$ cat src/rtl/e2prom_rw_seq_pkg.sv
// Shared definitions for the EEPROM read/write self-test sequencer:
// FSM state encodings, data-pattern codes and the pattern LFSR.
package e2prom_rw_seq_pkg;

  typedef enum logic [3:0] {
    ST_IDLE    = 4'd0,
    ST_WR_REQ  = 4'd1,
    ST_WR_WAIT = 4'd2,
    ST_WR_DLY  = 4'd3,
    ST_RD_REQ  = 4'd4,
    ST_RD_WAIT = 4'd5,
    ST_CHECK   = 4'd6,
    ST_DONE    = 4'd7,
    ST_FAIL    = 4'd8
  } state_t;

  localparam logic [1:0] PAT_ADDR  = 2'd0;
  localparam logic [1:0] PAT_INV   = 2'd1;
  localparam logic [1:0] PAT_LFSR  = 2'd2;
  localparam logic [1:0] PAT_CONST = 2'd3;

  localparam logic [7:0] PAT_CONST_BYTE = 8'h55;
  localparam logic [7:0] LFSR_SEED      = 8'hA5;
  // Fibonacci taps for x^8+x^6+x^5+x^4+1 (register bits 7,5,4,3)
  localparam logic [7:0] LFSR_TAPS      = 8'hB8;

  function automatic logic [7:0] lfsr_next(input logic [7:0] cur);
    return {cur[6:0], ^(cur & LFSR_TAPS)};
  endfunction

endpackage

$ cat src/rtl/e2prom_pat_gen.sv
// Expected-byte generator: address-derived, inverted, LFSR or constant data.
// The LFSR advances on step and is reloaded with the seed on reseed.
module e2prom_pat_gen
  import e2prom_rw_seq_pkg::*;
(
  input  logic       clk,
  input  logic       rst_n,
  input  logic [1:0] mode,
  input  logic [7:0] addr,
  input  logic       step,
  input  logic       reseed,
  output logic [7:0] pat_byte
);

  logic [7:0] lfsr;

  always_ff @(posedge clk or negedge rst_n) begin
    if (!rst_n) begin
      lfsr <= LFSR_SEED;
    end else if (reseed) begin
      lfsr <= LFSR_SEED;
    end else if (step) begin
      lfsr <= lfsr_next(lfsr);
    end
  end

  always_comb begin
    pat_byte = addr;
    case (mode)
      PAT_ADDR:  pat_byte = addr;
      PAT_INV:   pat_byte = ~addr;
      PAT_LFSR:  pat_byte = lfsr;
      PAT_CONST: pat_byte = PAT_CONST_BYTE;
      default:   pat_byte = addr;
    endcase
  end

endmodule

$ cat src/rtl/e2prom_rw_seq.sv
// EEPROM write/read-back self-test sequencer driving the I2C command interface.
// Optional build macro E2PROM_RW_STOP_ON_ERR_EN: abort on the first read mismatch.
module e2prom_rw_seq
  import e2prom_rw_seq_pkg::*;
#(
  parameter logic [15:0] MAX_BYTE   = 16'd3,
  parameter logic [15:0] START_ADDR = 16'h0000,
  parameter logic        BIT_CTRL   = 1'b1,
  parameter logic [19:0] WR_WAIT    = 20'd250_000,
  parameter logic [1:0]  PATTERN    = 2'd0,
  parameter logic [2:0]  RETRY_MAX  = 3'd3,
  parameter logic [24:0] L_TIME     = 25'd25_000_000
) (
  input  logic        sys_clk,
  input  logic        sys_rst_n,
  input  logic        start,
  output logic        i2c_exec,
  output logic        i2c_rh_wl,
  output logic [15:0] i2c_addr,
  output logic [7:0]  i2c_data_w,
  input  logic [7:0]  i2c_data_r,
  input  logic        i2c_done,
  input  logic        i2c_ack,
  output logic        busy,
  output logic        rw_done,
  output logic        rw_pass,
  output logic [15:0] err_cnt,
  output logic        led
);

  state_t      state;
  logic [15:0] idx;
  logic [2:0]  retry;
  logic [19:0] dly_cnt;
  logic [7:0]  exp_byte;
  logic [7:0]  rd_byte;
  logic [24:0] led_cnt;
  logic        show_pass;
  logic        show_fail;
  logic [15:0] cur_addr;
  logic [7:0]  pat_byte;
  logic        pat_step;
  logic        pat_reseed;
  logic        last_byte;
  logic        dly_end;

  assign last_byte = (idx == MAX_BYTE - 16'd1);
  assign dly_end   = (WR_WAIT == 20'd0) || (dly_cnt >= WR_WAIT - 20'd1);

  // 8-bit addressing wraps inside the low byte and keeps the high byte clear
  always_comb begin
    if (BIT_CTRL) begin
      cur_addr = START_ADDR + idx;
    end else begin
      cur_addr = {8'h00, START_ADDR[7:0] + idx[7:0]};
    end
  end

  assign pat_reseed = ((state == ST_IDLE) && start) ||
                      ((state == ST_WR_DLY) && dly_end && last_byte);
  assign pat_step   = ((state == ST_WR_DLY) && dly_end && !last_byte) ||
                      (state == ST_CHECK);

  e2prom_pat_gen u_pat_gen (
    .clk      (sys_clk),
    .rst_n    (sys_rst_n),
    .mode     (PATTERN),
    .addr     (cur_addr[7:0]),
    .step     (pat_step),
    .reseed   (pat_reseed),
    .pat_byte (pat_byte)
  );

  always_ff @(posedge sys_clk or negedge sys_rst_n) begin
    if (!sys_rst_n) begin
      state      <= ST_IDLE;
      idx        <= 16'd0;
      retry      <= 3'd0;
      dly_cnt    <= 20'd0;
      exp_byte   <= 8'h00;
      rd_byte    <= 8'h00;
      show_pass  <= 1'b0;
      show_fail  <= 1'b0;
      i2c_exec   <= 1'b0;
      i2c_rh_wl  <= 1'b0;
      i2c_addr   <= 16'h0000;
      i2c_data_w <= 8'h00;
      busy       <= 1'b0;
      rw_done    <= 1'b0;
      rw_pass    <= 1'b0;
      err_cnt    <= 16'h0000;
    end else begin
      i2c_exec <= 1'b0;
      rw_done  <= 1'b0;
      case (state)
        ST_IDLE: begin
          if (start) begin
            busy      <= 1'b1;
            rw_pass   <= 1'b0;
            err_cnt   <= 16'h0000;
            idx       <= 16'd0;
            retry     <= 3'd0;
            show_pass <= 1'b0;
            show_fail <= 1'b0;
            state     <= ST_WR_REQ;
          end
        end
        ST_WR_REQ: begin
          i2c_exec   <= 1'b1;
          i2c_rh_wl  <= 1'b0;
          i2c_addr   <= cur_addr;
          i2c_data_w <= pat_byte;
          state      <= ST_WR_WAIT;
        end
        ST_WR_WAIT: begin
          if (i2c_done) begin
            if (!i2c_ack) begin
              retry   <= 3'd0;
              dly_cnt <= 20'd0;
              state   <= ST_WR_DLY;
            end else if (retry < RETRY_MAX) begin
              retry <= retry + 3'd1;
              state <= ST_WR_REQ;
            end else begin
              state <= ST_FAIL;
            end
          end
        end
        ST_WR_DLY: begin
          if (dly_end) begin
            if (last_byte) begin
              idx   <= 16'd0;
              state <= ST_RD_REQ;
            end else begin
              idx   <= idx + 16'd1;
              state <= ST_WR_REQ;
            end
          end else begin
            dly_cnt <= dly_cnt + 20'd1;
          end
        end
        ST_RD_REQ: begin
          i2c_exec  <= 1'b1;
          i2c_rh_wl <= 1'b1;
          i2c_addr  <= cur_addr;
          exp_byte  <= pat_byte;
          state     <= ST_RD_WAIT;
        end
        ST_RD_WAIT: begin
          if (i2c_done) begin
            if (!i2c_ack) begin
              retry   <= 3'd0;
              rd_byte <= i2c_data_r;
              state   <= ST_CHECK;
            end else if (retry < RETRY_MAX) begin
              retry <= retry + 3'd1;
              state <= ST_RD_REQ;
            end else begin
              state <= ST_FAIL;
            end
          end
        end
        ST_CHECK: begin
          idx   <= idx + 16'd1;
          state <= last_byte ? ST_DONE : ST_RD_REQ;
          if (rd_byte != exp_byte) begin
`ifdef E2PROM_RW_STOP_ON_ERR_EN
            err_cnt <= 16'd1;
            state   <= ST_FAIL;
`else
            if (err_cnt != 16'hFFFF) begin
              err_cnt <= err_cnt + 16'd1;
            end
`endif
          end
        end
        ST_DONE: begin
          busy      <= 1'b0;
          rw_done   <= 1'b1;
          rw_pass   <= (err_cnt == 16'h0000);
          show_pass <= (err_cnt == 16'h0000);
          show_fail <= (err_cnt != 16'h0000);
          state     <= ST_IDLE;
        end
        ST_FAIL: begin
          busy      <= 1'b0;
          rw_done   <= 1'b1;
          rw_pass   <= 1'b0;
          show_pass <= 1'b0;
          show_fail <= 1'b1;
          state     <= ST_IDLE;
        end
        default: state <= ST_IDLE;
      endcase
    end
  end

  // Result indicator: steady on pass, blinks with half-period L_TIME on failure
  always_ff @(posedge sys_clk or negedge sys_rst_n) begin
    if (!sys_rst_n) begin
      led     <= 1'b0;
      led_cnt <= 25'd0;
    end else if (!show_fail) begin
      led     <= show_pass;
      led_cnt <= 25'd0;
    end else if (led_cnt >= L_TIME - 25'd1) begin
      led     <= ~led;
      led_cnt <= 25'd0;
    end else begin
      led_cnt <= led_cnt + 25'd1;
    end
  end

endmodule

$ cat config.mk
export PLATFORM = sky130hd
export DESIGN_NAME = e2prom_rw_seq
export DESIGN_NICKNAME = d
export VERILOG_FILES = /design/src/rtl/e2prom_rw_seq_pkg.sv /design/src/rtl/e2prom_pat_gen.sv /design/src/rtl/e2prom_rw_seq.sv
export SDC_FILE = /design/constraint.sdc
export NUM_CORES = 1
export LEC_CHECK = 0
export BUFFER_PORTS_ARGS = -buffer_cell sky130_fd_sc_hd__buf_2
export CAP_MARGIN = 20
export CORE_AREA = 2 2 109 111
export CTS_CLUSTER_DIAMETER = 120
export DETAILED_ROUTE_END_ITERATION = 8
export DIE_AREA = 0 0 111 113
export HOLD_SLACK_MARGIN = 0.03
export MAX_ROUTING_LAYER = met4
export PLACE_DENSITY = 0.84
export RECOVER_POWER = 25
export SETUP_SLACK_MARGIN = 0.05
export SYNTH_ARGS = -nofsm -noshare
export SYNTH_HDL_FRONTEND = slang
export SYNTH_HIERARCHICAL = 1
export SYNTH_SLANG_ARGS = --single-unit
$ cat constraint.sdc
create_clock -name sys_clk -period 6.25 [get_ports sys_clk]
set_clock_uncertainty 0.15 [all_clocks]
set_input_delay 1.5625 -clock sys_clk [delete_from_list [all_inputs] [get_ports sys_clk]]
set_output_delay 1.5625 -clock sys_clk [all_outputs]
set_load 0.005 [all_outputs]
==> reports/metrics.csv, run 1 <==
stage,metric,value,unit
place,portBuffers,58,
timing,post-route-period-util,46.0,%
run,drv_cap,0,
place,gp_congestion,0.867,
timing,finalSetupTns,0,ns
synth,synth_area,7280,sq um
worst_setup_path,crit_chain,nand3_1 > or2_0 > a41o_1 > a21oi_1 > buf_4 > and3b_1,
place,place_area,7660,sq um
pwr,power.density,385,nW/um^2
clock_network,clockRootBuffer,clkbuf_16,
clock_network,ctsResizeCount,0,
floorplanning,core,11300,sq um
drt,routedWlPerCell,17.6,microns
clock_network,cts_buffers,17,
worst_setup_path,slowest_delay,0.84,ns
drt,via_per_inst,6.40,
pwr,power_leakage,3.67,nW
worst_setup_path,critPathLaunchType,flop,
synth,yosysSeqAreaShare,47.8,%
floorplanning,initial_utilization,64.6,%
drt,ant_nets,0,
cells_and_area,fin_area,8310,sq um
global_route,grt_usage,28.1,%
pwr,seqPwrFrac,41.1,%
cells_and_area,finalNonFillerCells,931,
clock_network,cts.hold.buffers_added,0,
pwr,p_sw_share,33.1,%
synth,synth-edff-count,0,
timing,timing.hold.ws,0.327,ns
synth,netlist.area_leader.share,46.4,%
worst_setup_path,cp.required,6.42,ns
synth,synthCells,719,
timing,setup_viol,0,
worst_setup_path,rr_startpoint,led_cnt[2],
floorplanning,die_x,111,microns
timing,hold_viol,0,
drt,totalWireLength,16400,microns
synth,synth_flop_cell,dfrtp_1,
worst_setup_path,cp-startpoint,led_cnt[2],
worst_setup_path,worstPathArrival,3.04,ns
cells_and_area,syn_to_final_growth,14.1,%
timing,slew_headroom,30.0,%
worst_hold_path,hold_path_class,flop to flop,
cells_and_area,drive_gt1_share,19.0,%
drt,first_pass_iters,5,
global_route,grt_overflow,0,
floorplanning,dieArea,12500,sq um
global_route,grt_pass1_vias,5734,
clock_network,cts_buffer_depth,2,
synth,synth_area_leaders,"dfrtp_1, mux2_2, a21oi_1",
synth,synth.largest_area_cell,dfrtp_1,
cells_and_area,insertedDiodeCount,0,
pwr,p_switching,1.06,mW
outcome,outcome,finished clean,
cells_and_area,layout_common_cells,"dfrtp_1, buf_2, nand2_1",
worst_setup_path,endpoint_kind,flop,
cells_and_area,layout_commonest_cell,dfrtp_1,
worst_hold_path,hp-start,dly_cnt[19],
place,dp_slack,2.97,ns
synth,syn_avg_cell_area,10.1,sq um
clock_network,clk_pin_slew_worst_paths,0.06,ns
pwr,power.share.clock,33.8,%
clock_network,clock_sinks,139,
floorplanning,die_h,113,microns
synth,ys_ff_latch,139,
synth,ys_types,61,
timing,slew_violations,0,
clock_network,cts_tree,yes,
pwr,irDropWorstVdd,0.000252,V
place,dp_hpwl,10900,microns
pwr,total_power,3.20,mW
floorplanning,row_count,39,
global_route,grt_max_degree,86,
timing,max_freq,348,MHz
cells_and_area,final_core_util,73.7,%
global_route,grt_first_pass_wirelength,27800,microns
clock_network,postCtsSetupRepairBufs,0,
drt,drtIter0Drc,418,
drt,drc,0,
worst_setup_path,cp_slowest_cell,a21oi_1,
timing,rsz0062_at_grt,false,
pwr,p_int,2.14,mW
place,dp_cells,898,
worst_setup_path,criticalPathCategory,flop to flop,
floorplanning,io-pin-count,59,
clock_network,h-tree-depth,4,
worst_setup_path,reg2reg_slack,3.37,ns
pwr,p_comb_share,25.1,%
drt,via_count,5960,
timing,tightestPinTransition,1.05,ns
cells_and_area,nNetsFinal,795,
timing,layout_setup_ws,3.37,ns
clock_network,clk_latency,0.43,ns
global_route,antenna_found_initial,0,
timing,period_needed,2.88,ns
synth,yosys_warnings,6,
worst_setup_path,critPathMaxFanout,13,
cells_and_area,fill_cells,778,
synth,async_flop_share,100,%
## flip-flops by register name, summed over array words and instances, names as in the netlist, 3 cells and up
name / cells
idx: 16
led_cnt: 25
exp_byte: 8
state: 4
retry: 3
err_cnt: 16
dly_cnt: 20
i2c_addr: 16
u_pat_gen/lfsr: 8
rd_byte: 8
i2c_data_w: 8
## power groups by stage
stage,combinational [mW],clock [mW],sequential (mW)
finish,0.803,1.08,1.31
CTS,0.789,1.09,1.31
global route,0.894,1.13,1.34
detailed placement,0.773,0,1.32
floorplan,0.631,0,1.24
global placement,0.733,0,1.30
## routing by layer
| layer | up-vias | global-route usage (%) | wire, microns |
|---|---|---|---|
| met5 | - | - | 0 |
| met4 | 0 | 9.67 | 357 |
| met2 | 183 | 46.3 | 8240 |
| li1 | 2763 | - | - |
| met3 | 37 | 5.03 | 705 |
| met1 | 2977 | 35.4 | 7080 |
## logic make-up after synthesis
group	Yosys count	synth area share [%]
buffers and inverters	54	3.23
and+or+nand+nor	291	22.9
xor gates and xnor gates	38	4.57
adders and majority gates	7	1.20
other	1	0.0515
DFF	139	47.8
muxes	61	9.10
AOI/OAI and AO/OA	128	11.2
## critical path, delay by kind of cell, from the launching register on
family	cells	cell delay (ns)
simple gates	3	0.72
compound gates	2	1.14
flops	1	0.41
buf+inv	1	0.34
## worst paths after layout
check	depth (start not counted)	end
worst max-delay path	6	led_cnt[18]
worst min-delay path	1	dly_cnt[19]
worst max register to register	6	led_cnt[18]
worst min register to register	1	dly_cnt[19]
max in group asynchronous	2	dly_cnt[5]
min in group asynchronous	1	led_cnt[3]
## Yosys cell counts (4+ instances only)
master      n
inv_1      21
nand2b_1    4
nand4b_1    4
nand2_1    51
a211oi_1    9
nand4_1    19
or2_2       4
nor2_1     31
nand3_1    40
nor3_1     21
or4_1      19
and2_1      4
and4_1      6
nor2b_1     9
mux2i_1    19
buf_2      14
xor2_1     15
mux2_2     42
o21ai_0    22
clkbuf_1   14
ha_1        7
or3_1      15
o22ai_1     6
xnor2_1    23
nor4_1     12
o211ai_1    7
o31ai_1    15
and3_1     14
dfrtp_1   135
a21oi_1    43
nor3b_1    25
dfstp_2     4
## final cells by class
cell class	count	area, sq um	area share (%)
multi-input cells	533	3590	43.2
flip-flops and latches	139	3480	41.9
clock buffers	22	474	5.71
repair buffers	63	342	4.11
well taps	143	179	2.15
clock inverters	10	163	1.96
inverters	21	78.8	0.948
Power figures use the tool's default switching activity.
==> run 2: changes to the inputs <==
- ABC_AREA: default -> 1
- CORE_AREA: 2 2 109 111 -> 2 2 118 120
- DIE_AREA: 0 0 111 113 -> 0 0 120 122
- PLACE_DENSITY: 0.84 -> 0.79
- clock period: 6.25 -> 2.8 ns (I/O delays scaled with it)
==> reports/metrics.csv, run 2 <==
stage,metric,value,unit,change
place,gp_congestion,0.956,,+10%
clock_network,postCtsSetupRepairBufs,0,,unchanged
worst_setup_path,cp-endpoint,u_pat_gen/lfsr[4],,
timing,slew_headroom,6.09,%,-24 points
clock_network,clk_pin_slew_worst_paths,0.06,ns,about the same
pwr,p_switching,2.35,mW,+120%
worst_setup_path,cp-startpoint,dly_cnt[0],,
timing,tightestPinTransition,1.41,ns,+0.359 ns
place,portBuffers,58,,unchanged
worst_setup_path,reg2reg_slack,0.52,ns,-2.86 ns
cells_and_area,fill_cells,1132,,+46%
drt,drc,0,,unchanged
synth,ys_types,41,,-33%
synth,synth.largest_area_cell,dfrtp_1,,
clock_network,cts_buffers,17,,unchanged
clock_network,clk_latency,0.43,ns,about the same
timing,period_needed,2.28,ns,-0.592 ns
drt,routedWlPerCell,13.4,microns,-24%
synth,synth_area,8020,sq um,+10%
synth,synth.most_common_cell,nand2_1,,
cells_and_area,reg_top3,"led_cnt (25), dly_cnt (20)",,
pwr,p_comb_share,27.6,%,+2.5 points
synth,ys_ff_latch,139,,unchanged
pwr,seqPwrFrac,38.7,%,-2.4 points
cells_and_area,layout_commonest_cell,nand2_1,,
run,drv_cap,0,,unchanged
floorplanning,row_count,43,,+10%
pwr,p_sw_share,34.2,%,+1.1 points
worst_setup_path,slowest_delay,0.42,ns,-0.42 ns
cells_and_area,nNetsFinal,1188,,+49%
synth,async_flop_share,100,%,unchanged
worst_hold_path,hold_path_class,flop to flop,,
global_route,antenna_found_initial,0,,unchanged
pwr,power.share.clock,33.7,%,about the same
drt,first_pass_iters,5,,unchanged
worst_setup_path,criticalPathCategory,flop to flop,,
place,dp_hpwl,12900,microns,+19%
drt,via_count,7230,,+21%
cells_and_area,largest_register_ffs,25,,unchanged
clock_network,clockRootBuffer,clkbuf_16,,
floorplanning,initial_utilization,59.4,%,-5.2 points
pwr,power_leakage,4.36,nW,+19%
synth,synth_area_leaders,"dfrtp_1, nand2_1, nor2_1",,
worst_setup_path,cp.required,3.00,ns,-3.42 ns
global_route,grt_max_degree,55,,-36%
timing,setup_viol,0,,unchanged
timing,rsz0062_at_grt,false,,
synth,netlist.area_leader.share,42.1,%,-4.2 points
worst_setup_path,crit_chain,ha_1 > nand3_2 > inv_2 > nand3b_1 > nand2_1 > nand2_1 > nand3_2 > nand2_1 > a21oi_1 > inv_2 > nor2_4 > inv_2 > o22ai_1,,
worst_hold_path,hold_depth,2,,+1
floorplanning,dieArea,14600,sq um,+17%
cells_and_area,final_core_util,67.8,%,-6.0 points
synth,syn_avg_cell_area,7.34,sq um,-28%
worst_setup_path,rr_startpoint,dly_cnt[0],,
outcome,outcome,finished clean,,
global_route,grt_first_pass_wirelength,31000,microns,+12%
cells_and_area,largest-register,led_cnt,,
worst_setup_path,endpoint_kind,flop,,
floorplanning,io-pin-count,59,,unchanged
floorplanning,die_h,122,microns,+8.0%
drt,via_per_inst,5.31,,-17%
synth,synth-edff-count,0,,unchanged
clock_network,cts.hold.buffers_added,0,,unchanged
global_route,grt_pass1_vias,6720,,+17%
timing,slew_violations,0,,unchanged
synth,yosysSeqAreaShare,43.4,%,-4.4 points
pwr,total_power,6.85,mW,+110%
timing,max_freq,438,MHz,+26%
synth,synthCells,1092,,+52%
clock_network,ctsResizeCount,0,,unchanged
cells_and_area,drive_gt1_share,13.3,%,-5.7 points
clock_network,cts_buffer_depth,2,,unchanged
timing,hold_viol,0,,unchanged
cells_and_area,insertedDiodeCount,0,,unchanged
timing,post-route-period-util,81.6,%,+36 points
global_route,grt_overflow,0,,unchanged
cells_and_area,syn_to_final_growth,14.1,%,about the same
drt,drtIter0Drc,587,,+40%
drt,totalWireLength,18200,microns,+11%
clock_network,h-tree-depth,4,,unchanged
global_route,grt_usage,27.1,%,-0.95 points
worst_setup_path,reg2reg_to,u_pat_gen/lfsr[4],,
floorplanning,die_x,120,microns,+8.1%
worst_setup_path,cp_slowest_cell,dfrtp_1,,
synth,yosys_warnings,6,,unchanged
clock_network,cts_tree,yes,,
timing,finalSetupTns,0,ns,unchanged
drt,ant_nets,0,,unchanged
synth,synth_commonest_cells,"nand2_1, nor2_1, dfrtp_1",,
worst_setup_path,rr_worst_depth,13,,+7
cells_and_area,layout_common_cells,"nand2_1, nor2_1, dfrtp_1",,
worst_setup_path,worstPathArrival,2.48,ns,-0.56 ns
floorplanning,core,13500,sq um,+20%
pwr,power.density,749,nW/um^2,+95%
pwr,irDropWorstVdd,0.000629,V,+150%
worst_setup_path,critPathMaxFanout,6,,-7
pwr,p_int,4.51,mW,+110%
worst_setup_path,critPathLaunchType,flop,,
synth,synth_flop_cell,dfrtp_1,,
clock_network,clock_sinks,139,,unchanged
run 2: worst min-delay path by stage:
stage / slack, ns / to / start
6_report: 0.33 / busy / busy
5_1_grt: 0.35 / rd_byte[4] / i2c_data_r[4]
4_1_cts: 0.1 / idx[3] / sys_rst_n
3_5_place_dp: 0.32 / busy / busy
3_3_place_gp: 0.30 / busy / busy
2_1_floorplan: 0.25 / busy / sys_rst_n
run 2: kinds of logic (layout without fill, tap and decap cells):
logic type,Yosys count,count (layout),share of synthesized area [%]
and+or+nand+nor,656,656,34.6
adders and majority gates,7,7,1.09
AOI/OAI and AO/OA,97,97,7.35
buffers and inverters,132,209,6.68
muxes,9,9,1.26
DFF,139,139,43.4
xor gates and xnor gates,51,51,5.57
other,1,13,0.0468
run 2: power groups by stage:
stage          registers [mW]  logic [mW]  clock network, mW
2_1_floorplan            2.64        1.31                  0
3_3_place_gp             2.66        1.82                  0
3_5_place_dp             2.67        1.87                  0
4_1_cts                  2.64        1.89               2.35
5_1_grt                  2.69        2.14               2.43
6_report                 2.65        1.89               2.31
run 2: cell type report:
type / count / area (sq um) / area share, %
clock buffers: 22 / 474 / 5.18
clock inverters: 10 / 140 / 1.53
inverters: 108 / 405 / 4.43
multi-input cells: 833 / 4050 / 44.2
flip-flops and latches: 139 / 3480 / 38.1
well taps: 180 / 225 / 2.46
repair buffers: 69 / 378 / 4.13
run 2: critical path, delay by kind of cell, from the launching register on:
kind                       cells  cell delay (ns)
and+or+nand+nor                7             0.67
DFF                            1             0.42
adders and majority gates      1             0.22
AOI/OAI and AO/OA              2             0.49
buffers and inverters          3             0.26
run 2: routing by layer:
metal / wire [microns] / up-vias / GRT usage (%) / share of wire, %
met5: 0 / - / - / 0
met4: 285 / 0 / 7.72 / 1.6
met3: 966 / 32 / 5.57 / 5.3
met2: 8580 / 210 / 41.9 / 47
met1: 8380 / 3363 / 36.4 / 46
li1: - / 3625 / - / -
run 2: per-stage QoR:
| step | cell area [sq um] | instances | hold slack [ns] | worst slack, ns |
|---|---|---|---|---|
| floorplan | 8060 | 1104 | 0.254 | 0.717 |
| global placement | 8550 | 1329 | 0.303 | 0.647 |
| detailed placement | 8550 | 1329 | 0.320 | 0.586 |
| CTS | 9170 | 1361 | 0.0971 | 0.515 |
| global route | 9150 | 1361 | 0.350 | 0.326 |
| finish | 9150 | 1361 | 0.327 | 0.516 |
==> run 3: changes to the inputs <==
- CORE_AREA: 2 2 118 120 -> 2 2 124 126
- DIE_AREA: 0 0 120 122 -> 0 0 126 128
- PLACE_DENSITY: 0.79 -> 0.75
- clock period: 2.8 -> 1.85 ns (I/O delays scaled with it)
==> reports/metrics.csv, run 3 (synthesis results as in run 2) <==
stage,metric,value,unit,change
outcome,violations,setup timing,,
drt,totalWireLength,20100,microns,+11%
clock_network,clk_pin_slew_worst_paths,0.06,ns,about the same
cells_and_area,drive_gt1_share,23.1,%,+9.8 points
cells_and_area,layout_common_cells,"nand2_1, nor2_1, dfrtp_1",,
place,place_area,9280,sq um,+8.6%
worst_setup_path,cp.required,2.04,ns,-0.96 ns
pwr,power.density,1090,nW/um^2,+45%
clock_network,clock_sinks,139,,unchanged
global_route,grt_first_pass_wirelength,33700,microns,+8.8%
timing,tightestPinTransition,1.05,ns,-0.363 ns
clock_network,h-tree-depth,4,,unchanged
timing,setup_viol,3,,+3
worst_setup_path,rr_worst_depth,13,,unchanged
global_route,grt_usage,26.5,%,-0.63 points
drt,drtIter0Drc,652,,+11%
worst_hold_path,hold_path_class,primary input to flop,,
cells_and_area,syn_to_final_growth,26.4,%,
drt,first_pass_iters,5,,unchanged
drt,ant_nets,0,,unchanged
cells_and_area,layout_commonest_cell,nand2_1,,
worst_setup_path,critPathMaxFanout,4,,-2
floorplanning,initial_utilization,53.9,%,-5.4 points
cells_and_area,reg_top3,"led_cnt (25), dly_cnt (20)",,
timing,hold_viol,0,,unchanged
floorplanning,dieArea,16100,sq um,+10%
drt,drc,0,,unchanged
timing,finalSetupTns,-0.0787,ns,-0.0787 ns
worst_setup_path,critPathLaunchType,flop,,
worst_setup_path,crit_chain,ha_2 > nand3_2 > inv_2 > nand3b_1 > nand2_1 > nand2_2 > nand3_4 > nand2_4 > a21oi_4 > buf_6 > nor2_4 > inv_4 > o22ai_2,,
worst_setup_path,worstPathArrival,2.07,ns,-0.41 ns
timing,timing.hold.ws,0.114,ns,-0.214 ns
place,portBuffers,58,,unchanged
worst_setup_path,reg2reg_slack,-0.03,ns,-0.55 ns
drt,via_per_inst,5.26,,-0.94%
worst_setup_path,cp_slowest_cell,dfrtp_1,,
timing,period_needed,1.88,ns,-0.403 ns
clock_network,clockRootBuffer,clkbuf_16,,
timing,slew_violations,0,,unchanged
clock_network,cts_buffer_depth,2,,unchanged
worst_setup_path,rr_startpoint,dly_cnt[1],,
global_route,use_met3,4.38,%,-1.2 points
place,dp_slack,-0.0858,ns,-0.672 ns
floorplanning,row_count,45,,+4.7%
cells_and_area,fin_area,10100,sq um,+11%
timing,slew_headroom,30.3,%,+24 points
clock_network,cts_buffers,17,,unchanged
worst_setup_path,endpoint_kind,flop,,
worst_setup_path,cp-startpoint,dly_cnt[1],,
floorplanning,io-pin-count,59,,unchanged
cells_and_area,largest-register,led_cnt,,
global_route,gr-max-usage-layer,met2,,
floorplanning,die_h,128,microns,+4.9%
global_route,use_met2,41.2,%,-0.70 points
place,gp_congestion,0.926,,-3.2%
drt,routedWlPerCell,13.8,microns,+2.9%
timing,post-route-period-util,102,%,+20 points
worst_setup_path,criticalPathCategory,flop to flop,,
worst_setup_path,slowest_delay,0.38,ns,-0.04 ns
global_route,grt_pass1_vias,7206,,+7.2%
outcome,outcome,finished with violations,,
floorplanning,die_x,126,microns,+5.0%
worst_hold_path,hp-start,i2c_data_r[4],,
global_route,grt_overflow,0,,unchanged
cells_and_area,insertedDiodeCount,0,,unchanged
global_route,grt_max_degree,39,,-29%
place,dp_hpwl,14300,microns,+10%
timing,max_freq,532,MHz,+21%
drt,via_count,7699,,+6.5%
pwr,irDropWorstVdd,0.000918,V,+46%
clock_network,clk_latency,0.43,ns,about the same
clock_network,cts_tree,yes,,
floorplanning,core,14900,sq um,+10%
timing,layout_setup_ws,-0.0315,ns,-0.547 ns
timing,rsz0062_at_grt,true,,
worst_hold_path,hold_depth,2,,unchanged
cells_and_area,finalNonFillerCells,1463,,+7.5%
cells_and_area,nNetsFinal,1282,,+7.9%
global_route,grtUsageMet1,35.3,%,-1.2 points
cells_and_area,largest_register_ffs,25,,unchanged
global_route,antenna_found_initial,0,,unchanged
pwr,power_leakage,4.88,nW,+12%
place,dp_cells,1419,,+6.8%
run,drv_cap,0,,unchanged
run 3: cell types whose count changed in the layout (fill, tap and decap cells not counted), sizes merged:
cell / delta
bufinv: -1
clkinvlp: -1
dlygate4sd3: +1
inv: +1
clkbuf: -1
buf: +95
run 3: area by class of cell:
cell class,instances,area [sq um]
repair buffers,163,1170
inverters,108,408
flip-flops and latches,139,3490
clock inverters,9,111
clock buffers,23,478
well taps,188,235
multi-input cells,833,4250
fillers,1225,4730
run 3: worst paths after layout:
path                                      to
setup / recovery           u_pat_gen/lfsr[4]
hold / removal                    rd_byte[4]
setup reg to reg           u_pat_gen/lfsr[4]
hold reg to reg                         busy
max in group asynchronous          show_pass
min in group asynchronous           i2c_exec
run 3: timing repair:
action,4_1_cts,5_1_grt
buffers inserted,6,8
setup endpoints to repair,10,84
endpoints found under the hold margin,29,0
resized for setup,12,45
pin swaps,6,14
hold buffers,1,0
run 3: metal layers:
metal / routed length [microns] / vias up / part of all wire [%]
li1: - / 3796 / -
met3: 1040 / 40 / 5.2
met2: 9690 / 249 / 48
met5: 0 / - / 0
met1: 8990 / 3614 / 45
met4: 413 / 0 / 2.1
run 3: report_power, final:
part	total (mW)	internal, mW	switching, mW
Clock	3.39	2.09	1.30
Sequential	3.97	3.60	0.367
Combinational	3.65	1.47	2.18
Total	11.0	7.16	3.84
run 3: metrics by stage:
stage / power (mW) / utilization, %
5_1_grt: 11.7 / 68.2
2_1_floorplan: 6.04 / -
3_5_place_dp: 7.36 / 62.4
6_report: 11.0 / 68.2
4_1_cts: 10.9 / 67.1
3_3_place_gp: 7.23 / 62.4
run 3: critical path: cells and delay by family, from the launching register on:
family                     cells  cell delay (ns)
buffers and inverters          3             0.24
DFF                            1             0.38
and+or+nand+nor                7             0.65
adders and majority gates      1             0.20
AOI/OAI and AO/OA              2             0.19
